File: src/rtl/ripple_pkg.sv
// Shared types and helpers for the ripple counter tap monitor.
// Contents:
//   state_e   - monitor FSM states (acquire baseline / track changes)
//   MaxW      - widest counter the delta helper supports
//   delta_mod - forward distance from old to new, modulo 2^width
package ripple_pkg;

  localparam int unsigned MaxW = 8;

  typedef enum logic [0:0] {
    StAcq,
    StTrack
  } state_e;

  function automatic logic [MaxW-1:0] delta_mod(input logic [MaxW-1:0] new_v,
                                                input logic [MaxW-1:0] old_v,
                                                input int unsigned     width);
    logic [MaxW-1:0] diff;
    logic [MaxW-1:0] mask;
    diff = new_v - old_v;
    mask = MaxW'((32'd1 << width) - 32'd1);
    return diff & mask;
  endfunction

endpackage

File: src/rtl/ripple_sync_filter.sv
// Synchronizer plus run-length filter for the raw ripple counter output.
// Ports:
//   clk       in   system clock, rising edge
//   rst       in   synchronous active-high reset
//   cnt_in    in   raw counter value, asynchronous to clk
//   acc_val   out  most recently accepted (settled) value
//   acc_pulse out  1-cycle pulse each time a value newly settles
// A value settles once STABLE_CYC consecutive synchronized samples agree. The pulse
// fires once per settling; the parent decides whether it is a real change.
module ripple_sync_filter #(
  parameter int unsigned CNT_W       = 2,
  parameter int unsigned SYNC_STAGES = 2,
  parameter int unsigned STABLE_CYC  = 2
) (
  input  logic             clk,
  input  logic             rst,
  input  logic [CNT_W-1:0] cnt_in,
  output logic [CNT_W-1:0] acc_val,
  output logic             acc_pulse
);

  localparam int unsigned RunW = $clog2(STABLE_CYC + 1);
  localparam logic [RunW-1:0] RunMax = RunW'(STABLE_CYC);

  logic [CNT_W-1:0] sync_q [SYNC_STAGES];
  logic             start_q;
  logic [CNT_W-1:0] prev_q;
  logic [RunW-1:0]  run_q, run_d;
  logic [CNT_W-1:0] acc_val_q;
  logic             acc_pulse_q;
  logic [CNT_W-1:0] samp;
  logic             new_acc;

  assign samp = sync_q[SYNC_STAGES-1];

  always_comb begin
    run_d   = run_q;
    new_acc = 1'b0;
    if (start_q) begin
      if ((run_q != '0) && (samp == prev_q)) begin
        if (run_q != RunMax) begin
          run_d = run_q + 1'b1;
        end
      end else begin
        run_d = RunW'(1);
      end
      // Fire only on the cycle the run first reaches the threshold.
      new_acc = (run_d == RunMax) && ((run_q != RunMax) || (samp != prev_q));
    end
  end

  always_ff @(posedge clk) begin
    if (rst) begin
      for (int i = 0; i < SYNC_STAGES; i++) begin
        sync_q[i] <= '0;
      end
      start_q     <= 1'b0;
      prev_q      <= '0;
      run_q       <= '0;
      acc_val_q   <= '0;
      acc_pulse_q <= 1'b0;
    end else begin
      sync_q[0] <= cnt_in;
      for (int i = 1; i < SYNC_STAGES; i++) begin
        sync_q[i] <= sync_q[i-1];
      end
      // The first edge after release only refills the front stage; filtering starts next edge.
      start_q <= 1'b1;
      if (start_q) begin
        prev_q <= samp;
        run_q  <= run_d;
      end
      acc_pulse_q <= new_acc;
      if (new_acc) begin
        acc_val_q <= samp;
      end
    end
  end

  assign acc_val   = acc_val_q;
  assign acc_pulse = acc_pulse_q;

endmodule

File: src/rtl/ripple_tap_monitor.sv
// Monitors a glitchy 2-bit ripple counter and presents a clean extended count.
// Ports:
//   clk        in   system clock, rising edge
//   rst        in   synchronous active-high reset
//   cnt_in     in   raw ripple counter output
//   clr_err    in   clears err_sticky (set wins over clear)
//   count_out  out  {wrap count, accepted low value}
//   count_vld  out  high once a baseline has been acquired
//   step       out  pulse: accepted value is previous + 1
//   wrap       out  pulse: step from all-ones to zero
//   skip_err   out  pulse: accepted change was not +1
//   err_sticky out  latched skip_err
module ripple_tap_monitor
  import ripple_pkg::*;
#(
  parameter int unsigned CNT_W       = 2,
  parameter int unsigned EXT_W       = 6,
  parameter int unsigned SYNC_STAGES = 2,
  parameter int unsigned STABLE_CYC  = 2
) (
  input  logic                   clk,
  input  logic                   rst,
  input  logic [CNT_W-1:0]       cnt_in,
  input  logic                   clr_err,
  output logic [EXT_W+CNT_W-1:0] count_out,
  output logic                   count_vld,
  output logic                   step,
  output logic                   wrap,
  output logic                   skip_err,
  output logic                   err_sticky
);

  logic [CNT_W-1:0] acc_val;
  logic             acc_pulse;

  ripple_sync_filter #(
    .CNT_W      (CNT_W),
    .SYNC_STAGES(SYNC_STAGES),
    .STABLE_CYC (STABLE_CYC)
  ) u_filter (
    .clk      (clk),
    .rst      (rst),
    .cnt_in   (cnt_in),
    .acc_val  (acc_val),
    .acc_pulse(acc_pulse)
  );

  state_e           state_q, state_d;
  logic [CNT_W-1:0] base_q, base_d;
  logic [EXT_W-1:0] ext_q, ext_d;
  logic             vld_q, vld_d;
  logic             step_q, step_d;
  logic             wrap_q, wrap_d;
  logic             skip_q, skip_d;
  logic             err_q, err_d;
  logic [CNT_W-1:0] delta;

  assign delta = CNT_W'(delta_mod(MaxW'(acc_val), MaxW'(base_q), CNT_W));

  always_comb begin
    state_d = state_q;
    base_d  = base_q;
    ext_d   = ext_q;
    vld_d   = vld_q;
    step_d  = 1'b0;
    wrap_d  = 1'b0;
    skip_d  = 1'b0;
    err_d   = err_q;
    case (state_q)
      StAcq: begin
        if (acc_pulse) begin
          base_d  = acc_val;
          ext_d   = '0;
          vld_d   = 1'b1;
          state_d = StTrack;
        end
      end
      StTrack: begin
        // A re-settle on the current baseline (glitch that returned) is not a change.
        if (acc_pulse && (acc_val != base_q)) begin
          base_d = acc_val;
          if (delta == CNT_W'(1)) begin
            step_d = 1'b1;
            if (acc_val == '0) begin
              wrap_d = 1'b1;
              ext_d  = ext_q + 1'b1;
            end
          end else begin
            skip_d = 1'b1;
          end
        end
      end
      default: state_d = StAcq;
    endcase
    if (skip_d) begin
      err_d = 1'b1;
    end else if (clr_err) begin
      err_d = 1'b0;
    end
  end

  always_ff @(posedge clk) begin
    if (rst) begin
      state_q <= StAcq;
      base_q  <= '0;
      ext_q   <= '0;
      vld_q   <= 1'b0;
      step_q  <= 1'b0;
      wrap_q  <= 1'b0;
      skip_q  <= 1'b0;
      err_q   <= 1'b0;
    end else begin
      state_q <= state_d;
      base_q  <= base_d;
      ext_q   <= ext_d;
      vld_q   <= vld_d;
      step_q  <= step_d;
      wrap_q  <= wrap_d;
      skip_q  <= skip_d;
      err_q   <= err_d;
    end
  end

  assign count_out  = {ext_q, base_q};
  assign count_vld  = vld_q;
  assign step       = step_q;
  assign wrap       = wrap_q;
  assign skip_err   = skip_q;
  assign err_sticky = err_q;

endmodule

File: config.mk
export PLATFORM = sky130hd
export DESIGN_NAME = ripple_tap_monitor
export DESIGN_NICKNAME = d
export VERILOG_FILES = /design/src/rtl/ripple_pkg.sv /design/src/rtl/ripple_sync_filter.sv /design/src/rtl/ripple_tap_monitor.sv
export SDC_FILE = /design/constraint.sdc
export NUM_CORES = 1
export LEC_CHECK = 0
export CAP_MARGIN = 5
export CELL_PAD_IN_SITES_DETAIL_PLACEMENT = 1
export CELL_PAD_IN_SITES_GLOBAL_PLACEMENT = 2
export CORE_UTILIZATION = 30
export CTS_BUF_LIST = sky130_fd_sc_hd__clkbuf_8
export CTS_CLUSTER_DIAMETER = 60
export DETAILED_ROUTE_END_ITERATION = 10
export PLACE_DENSITY = 0.83
export REMOVE_ABC_BUFFERS = 1
export SYNTH_ARGS = -nofsm -noshare
export SYNTH_HDL_FRONTEND = slang
export SYNTH_HIERARCHICAL = 1
export SYNTH_SLANG_ARGS = --single-unit
File: constraint.sdc
create_clock -name clk -period 2.1 [get_ports clk]
set_clock_uncertainty 0.2 [all_clocks]
set_input_delay 0.315 -clock clk [delete_from_list [all_inputs] [get_ports clk]]
set_output_delay 0.315 -clock clk [all_outputs]
set_load 0.01 [all_outputs]
After elaboration in Yosys (flattened, before gate mapping)
Memories as Yosys holds them, arrays and structs flattened.
Index checks and enable logic that the tools add are counted.

cells by class
  add/sub/neg operators = 3
  equality and inequality tests = 10
  multiplexer cells = 26
  bitwise logic cells = 5
  reduce and logical (&&, ||, !) cells = 12

operators with widths
  cell                                                                      count
  6-bit two-way mux                                                         4
  2-bit two-way mux                                                         7
  1-bit two-way mux                                                         13
  6-bit one-hot mux with 2 select lines                                     1
  2-bit by 1-bit inequality test with 1-bit output (second input constant)  4
  6-bit by 1-bit adder with 6-bit output (second input constant)            1
  2-bit inequality test                                                     2
  2-bit one-hot mux with 2 select lines                                     1
  2-bit AND reduction                                                       2
  4-bit AND reduction                                                       1
  2-bit nonzero test                                                        2
  4-bit OR reduction                                                        1
  1-bit logical AND                                                         3
  1-bit inverter                                                            3
  3-bit OR reduction                                                        1
  2-bit by 1-bit adder with 2-bit output (second input constant)            1
  2-bit by 1-bit equality test with 1-bit output (second input constant)    1
  2-bit equality test                                                       1
  2-bit equality test (second input constant)                               1
  2-bit logical NOT                                                         1
  2-bit inequality test (second input constant)                             1
  1-bit bitwise OR                                                          2
  2-bit subtractor                                                          1
  1-bit logical OR                                                          1

word-level totals
  bits in registers = 22
  memory bits (writable) = 4
  bits of input ports = 5
  memories kept = 1

memory list
  memory           depth  width  read ports  clocked after memory_dff  wr ports  RTL line                  source
  u_filter.sync_q  2      2      2           0                         2         ripple_sync_filter.sv:25  logic [CNT_W-1:0] sync_q [SYNC_STAGES];

Logic depth before layout (Yosys ltp)
  depth in word-level cells = 7
  depth in mapped cells = 6
  gate-level depth less buffers = 6

By module
The synthesis kept the hierarchy.

by module, submodules not included
  module              instances  cells each  area an instance (um2)  seq. area each (um2)
  ripple_tap_monitor  1          71          648.1                   280.3
  ripple_sync_filter  1          43          456.7                   240.2

Least setup slack after synthesis
OpenSTA, ideal clock, no wires.

  path kind = reg-to-reg
  from = register u_filter.acc_val_q[0], in the netlist u_filter/acc_val[0]
  to = register ext_q[2]
  setup time = 0.070 ns
  arrival = 1.507 ns
  path slack = 0.324 ns
  cell stages (with the launch flop) = 7
  buffers on the path = 0
  clock period less this slack = 1.776 ns
  cell sequence = dfxtp_1 -> inv_1 -> ha_1 -> nor4b_4 -> and2_4 -> nand4b_1 -> a21oi_1

on the way
  word-level cells in the longest chain between the ends = 4
  elaborated cells between the ends (all ways) = 9

ends and longest elaborated chain
  what                                                                                        RTL line                                            source
  start, declared                                                                             ripple_sync_filter.sv:29                            logic [CNT_W-1:0] acc_val_q;
  start signal, assigned                                                                      ripple_sync_filter.sv:75                            acc_val_q <= samp;
  2-bit subtractor / 2-bit inequality test (equally long branches)                            ripple_pkg.sv:20, ripple_tap_monitor.sv:80
  2-bit by 1-bit equality test with 1-bit output / 1-bit logical AND (equally long branches)  ripple_tap_monitor.sv:82, ripple_tap_monitor.sv:80
  2-bit by 1-bit inequality test with 1-bit output (no source line)                           -
  4-bit AND reduction (no source line) (*)                                                    -
  end signal, assigned                                                                        ripple_tap_monitor.sv:115                           ext_q <= ext_d;
  end, declared                                                                               ripple_tap_monitor.sv:50                            logic [EXT_W-1:0] ext_q, ext_d;

Mark *: on every way between the ends. The rest lies on a longest branch, timed or not.
A chain may end at the register's enable or synchronous reset.

Worst setup path in the final report
Ends and elaborated chain as after synthesis.

==> flow_summary.json <==
{
  "critical_path_class": "reg -> reg",
  "nNetsFinal": 144,
  "maxCapViolations": 0,
  "die_h_um": 62.7,
  "cts_buffer_depth": 2,
  "htreeDepth": 1,
  "yosysWarnings": 6,
  "die_w_um": 62.7,
  "diodes": 0,
  "place_ws_ns": 0.141,
  "cp.arrival_ns": 1.97,
  "run_status": "complete, no violations",
  "cts_inserted_buffers": 3,
  "wirelength_um": 2190,
  "p_per_area_nw_per_um2": 604,
  "crit_path_end_kind": "flip-flop",
  "postCtsHoldBufs": 0,
  "dieArea_um2": 3930,
  "drt-initial-drc-count": 18,
  "r2r-start": "u_filter/acc_val[0]",
  "clock.fmax_ghz": 0.508,
  "setup_slack_ns": 0.133,
  "final_common_cell": "dfxtp_1",
  "clkTransAtPathRegs_ns": 0.08,
  "io_buffers": 17,
  "syn_area_um2": 1100,
  "cp_slowest_cell": "dfxtp_1",
  "synth_seq_cells": 26,
  "grt_setup_unrepaired": "no",
  "vias": 870,
  "startpoint": "u_filter/acc_val[0]",
  "globalplace.congestion": 0.854,
  "area_delta_synth_final_pct": 24.1,
  "dp.cells": 176,
  "finalSetupTns_ns": 0,
  "period_share": 0.937,
  "postCtsSetupRepairBufs": 0,
  "grt_antenna_before_repair": 0,
  "dp_hpwl_um": 1700,
  "maxSlewHeadroom": 0.702,
  "seq_area_frac_synth": 0.471,
  "boundaryPins": 18,
  "avgSynthCellArea_um2": 9.69,
  "p_leak_uw": 0.000487,
  "cts_root_buf": "clkbuf_8",
  "mostFrequentLayoutCells": "26 x dfxtp_1, 17 x clkdlybuf4s50_1, 11 x nor2_1, 8 x inv_1, 7 x nor2b_1",
  "required_ns": 2.10,
  "worstPathMaxFanout": 6,
  "max_stage_delay_ns": 0.42,
  "cp-start-kind": "flip-flop",
  "cts_tree": "yes",
  "ir_drop_mv": 0.400,
  "grt_pass1_wl_um": 3880,
  "ys_types": 32,
  "hold_ws_ns": 0.251,
  "crit_chain": "inv_1 > ha_1 > nor4b_4 > and2_4 > nand4b_1 > a21oi_1",
  "fin_crit_ns": 1.97,
  "worst_slew_pin_slew_ns": 0.444,
  "dr.pass1.iters": 3,
  "hp-start": "u_filter/sync_q[0][0]",
  "post_cts_resized": 0,
  "wl_per_cell_um": 12.2,
  "setup_viol": 0,
  "fin_cells": 179,
  "grt_max_degree": 19,
  "layout-drive-gt1-share": 0.0752,
  "first_global_vias": 883,
  "rows": 21,
  "grt_overflow": 0,
  "hold_viol": 0,
  "min_path_type": "reg -> reg",
  "clock_latency_ns": 0.26,
  "start_util": 0.321,
  "ant_nets": 0,
  "gr-usage-all-layers": 0.123,
  "core_um2": 3440,
  "netlist_instances": 114,
  "numClockSinks": 26,
  "drv_slew": 0,
  "via_per_inst": 4.86,
  "drc": 0
}
## critical path: cells and delay by family (launching register included)
kind / cells / cell delay (ns)
flops: 1 / 0.42
buf+inv: 1 / 0.07
fa+ha+maj: 1 / 0.35
compound gates: 1 / 0.14
simple gates: 3 / 0.72
## power breakdown
| part | total, uW | switching (uW) | leakage, uW | internal (uW) |
|---|---|---|---|---|
| sequential | 510 | 8.05 | 0.000211 | 502 |
| clock | 272 | 144 | 0.0000216 | 128 |
| combinational | 46.9 | 22.7 | 0.000254 | 24.2 |
| total | 829 | 175 | 0.000487 | 654 |
## Yosys cell counts
cell	count	share of area
and2_4	1	0.0079
and4_4	1	0.010
a32oi_1	2	0.016
nor2_1	11	0.037
nand2_1	5	0.017
and3_1	3	0.017
buf_2	2	0.0091
nand4b_1	1	0.0079
nor2b_1	7	0.040
inv_1	8	0.027
nand3b_1	1	0.0068
nor4_1	1	0.0057
and2_2	1	0.0068
nor3_1	2	0.0091
nand2b_1	1	0.0057
ha_1	4	0.045
nor4b_4	1	0.022
and2b_1	1	0.0068
dfxtp_1	26	0.47
o21bai_1	1	0.0068
nand3_1	2	0.0091
nand4_1	2	0.011
xnor2_2	1	0.015
a21oi_1	6	0.027
mux2i_1	6	0.054
a31oi_1	4	0.023
and4_1	1	0.0079
xnor2_1	5	0.040
a311oi_1	1	0.0079
o21ai_0	3	0.014
o21ai_1	2	0.0091
nand2b_2	1	0.0079
## flip-flops by register name, summed over array words and instances, names as in the netlist
signal              flops
u_filter/acc_val        2
state_q                 1
u_filter/run_q          2
ext_q                   6
count_vld               1
skip_err                1
err_sticky              1
wrap                    1
u_filter/start_q        1
base_q                  2
u_filter/prev_q         2
step                    1
u_filter/sync_q         4
u_filter/acc_pulse      1
## stage by stage
step                 util  cell area [um^2]  power (uW)
detailed placement  0.386              1330         569
finish              0.398              1370         829
global route        0.398              1370         868
global placement    0.386              1330         567
floorplan               -              1090         546
CTS                 0.398              1370         844
## layer usage
| metal | wire, um | vias up | global-route usage |
|---|---|---|---|
| met2 | 1140 | 17 | 0.232 |
| met1 | 936 | 417 | 0.135 |
| met3 | 101 | 2 | 0.0347 |
| li1 | - | 434 | - |
| met5 | 0 | - | 0 |
| met4 | 8 | 0 | 0.0262 |
## cell families (layout without fill, tap and decap cells)
logic type,count (synthesis),count (layout),share of synthesized area
AOI/OAI and AO/OA,19,19,0.103
buffers and inverters,10,29,0.0362
adders and majority gates,4,4,0.0453
xor gates and xnor gates,6,6,0.0544
and+or+nand+nor,43,43,0.236
DFF,26,26,0.471
muxes,6,6,0.0544
## cell type report
cell class	count	area, um^2
repair buffers	18	178
well taps	46	57.6
clock buffers	3	41.3
fillers	408	2070
multi-input cells	78	544
inverters	8	30.0
flip-flops and latches	26	520
## path summary, 6_finish.rpt
check / end / slack, ns / depth (start not counted)
min: u_filter/sync_q[0][2] / 0.25 / 1
max reg2reg: ext_q[2] / 0.13 / 6
max: ext_q[2] / 0.13 / 6
min reg2reg: u_filter/sync_q[0][2] / 0.25 / 1
Power figures use the tool's default switching activity.
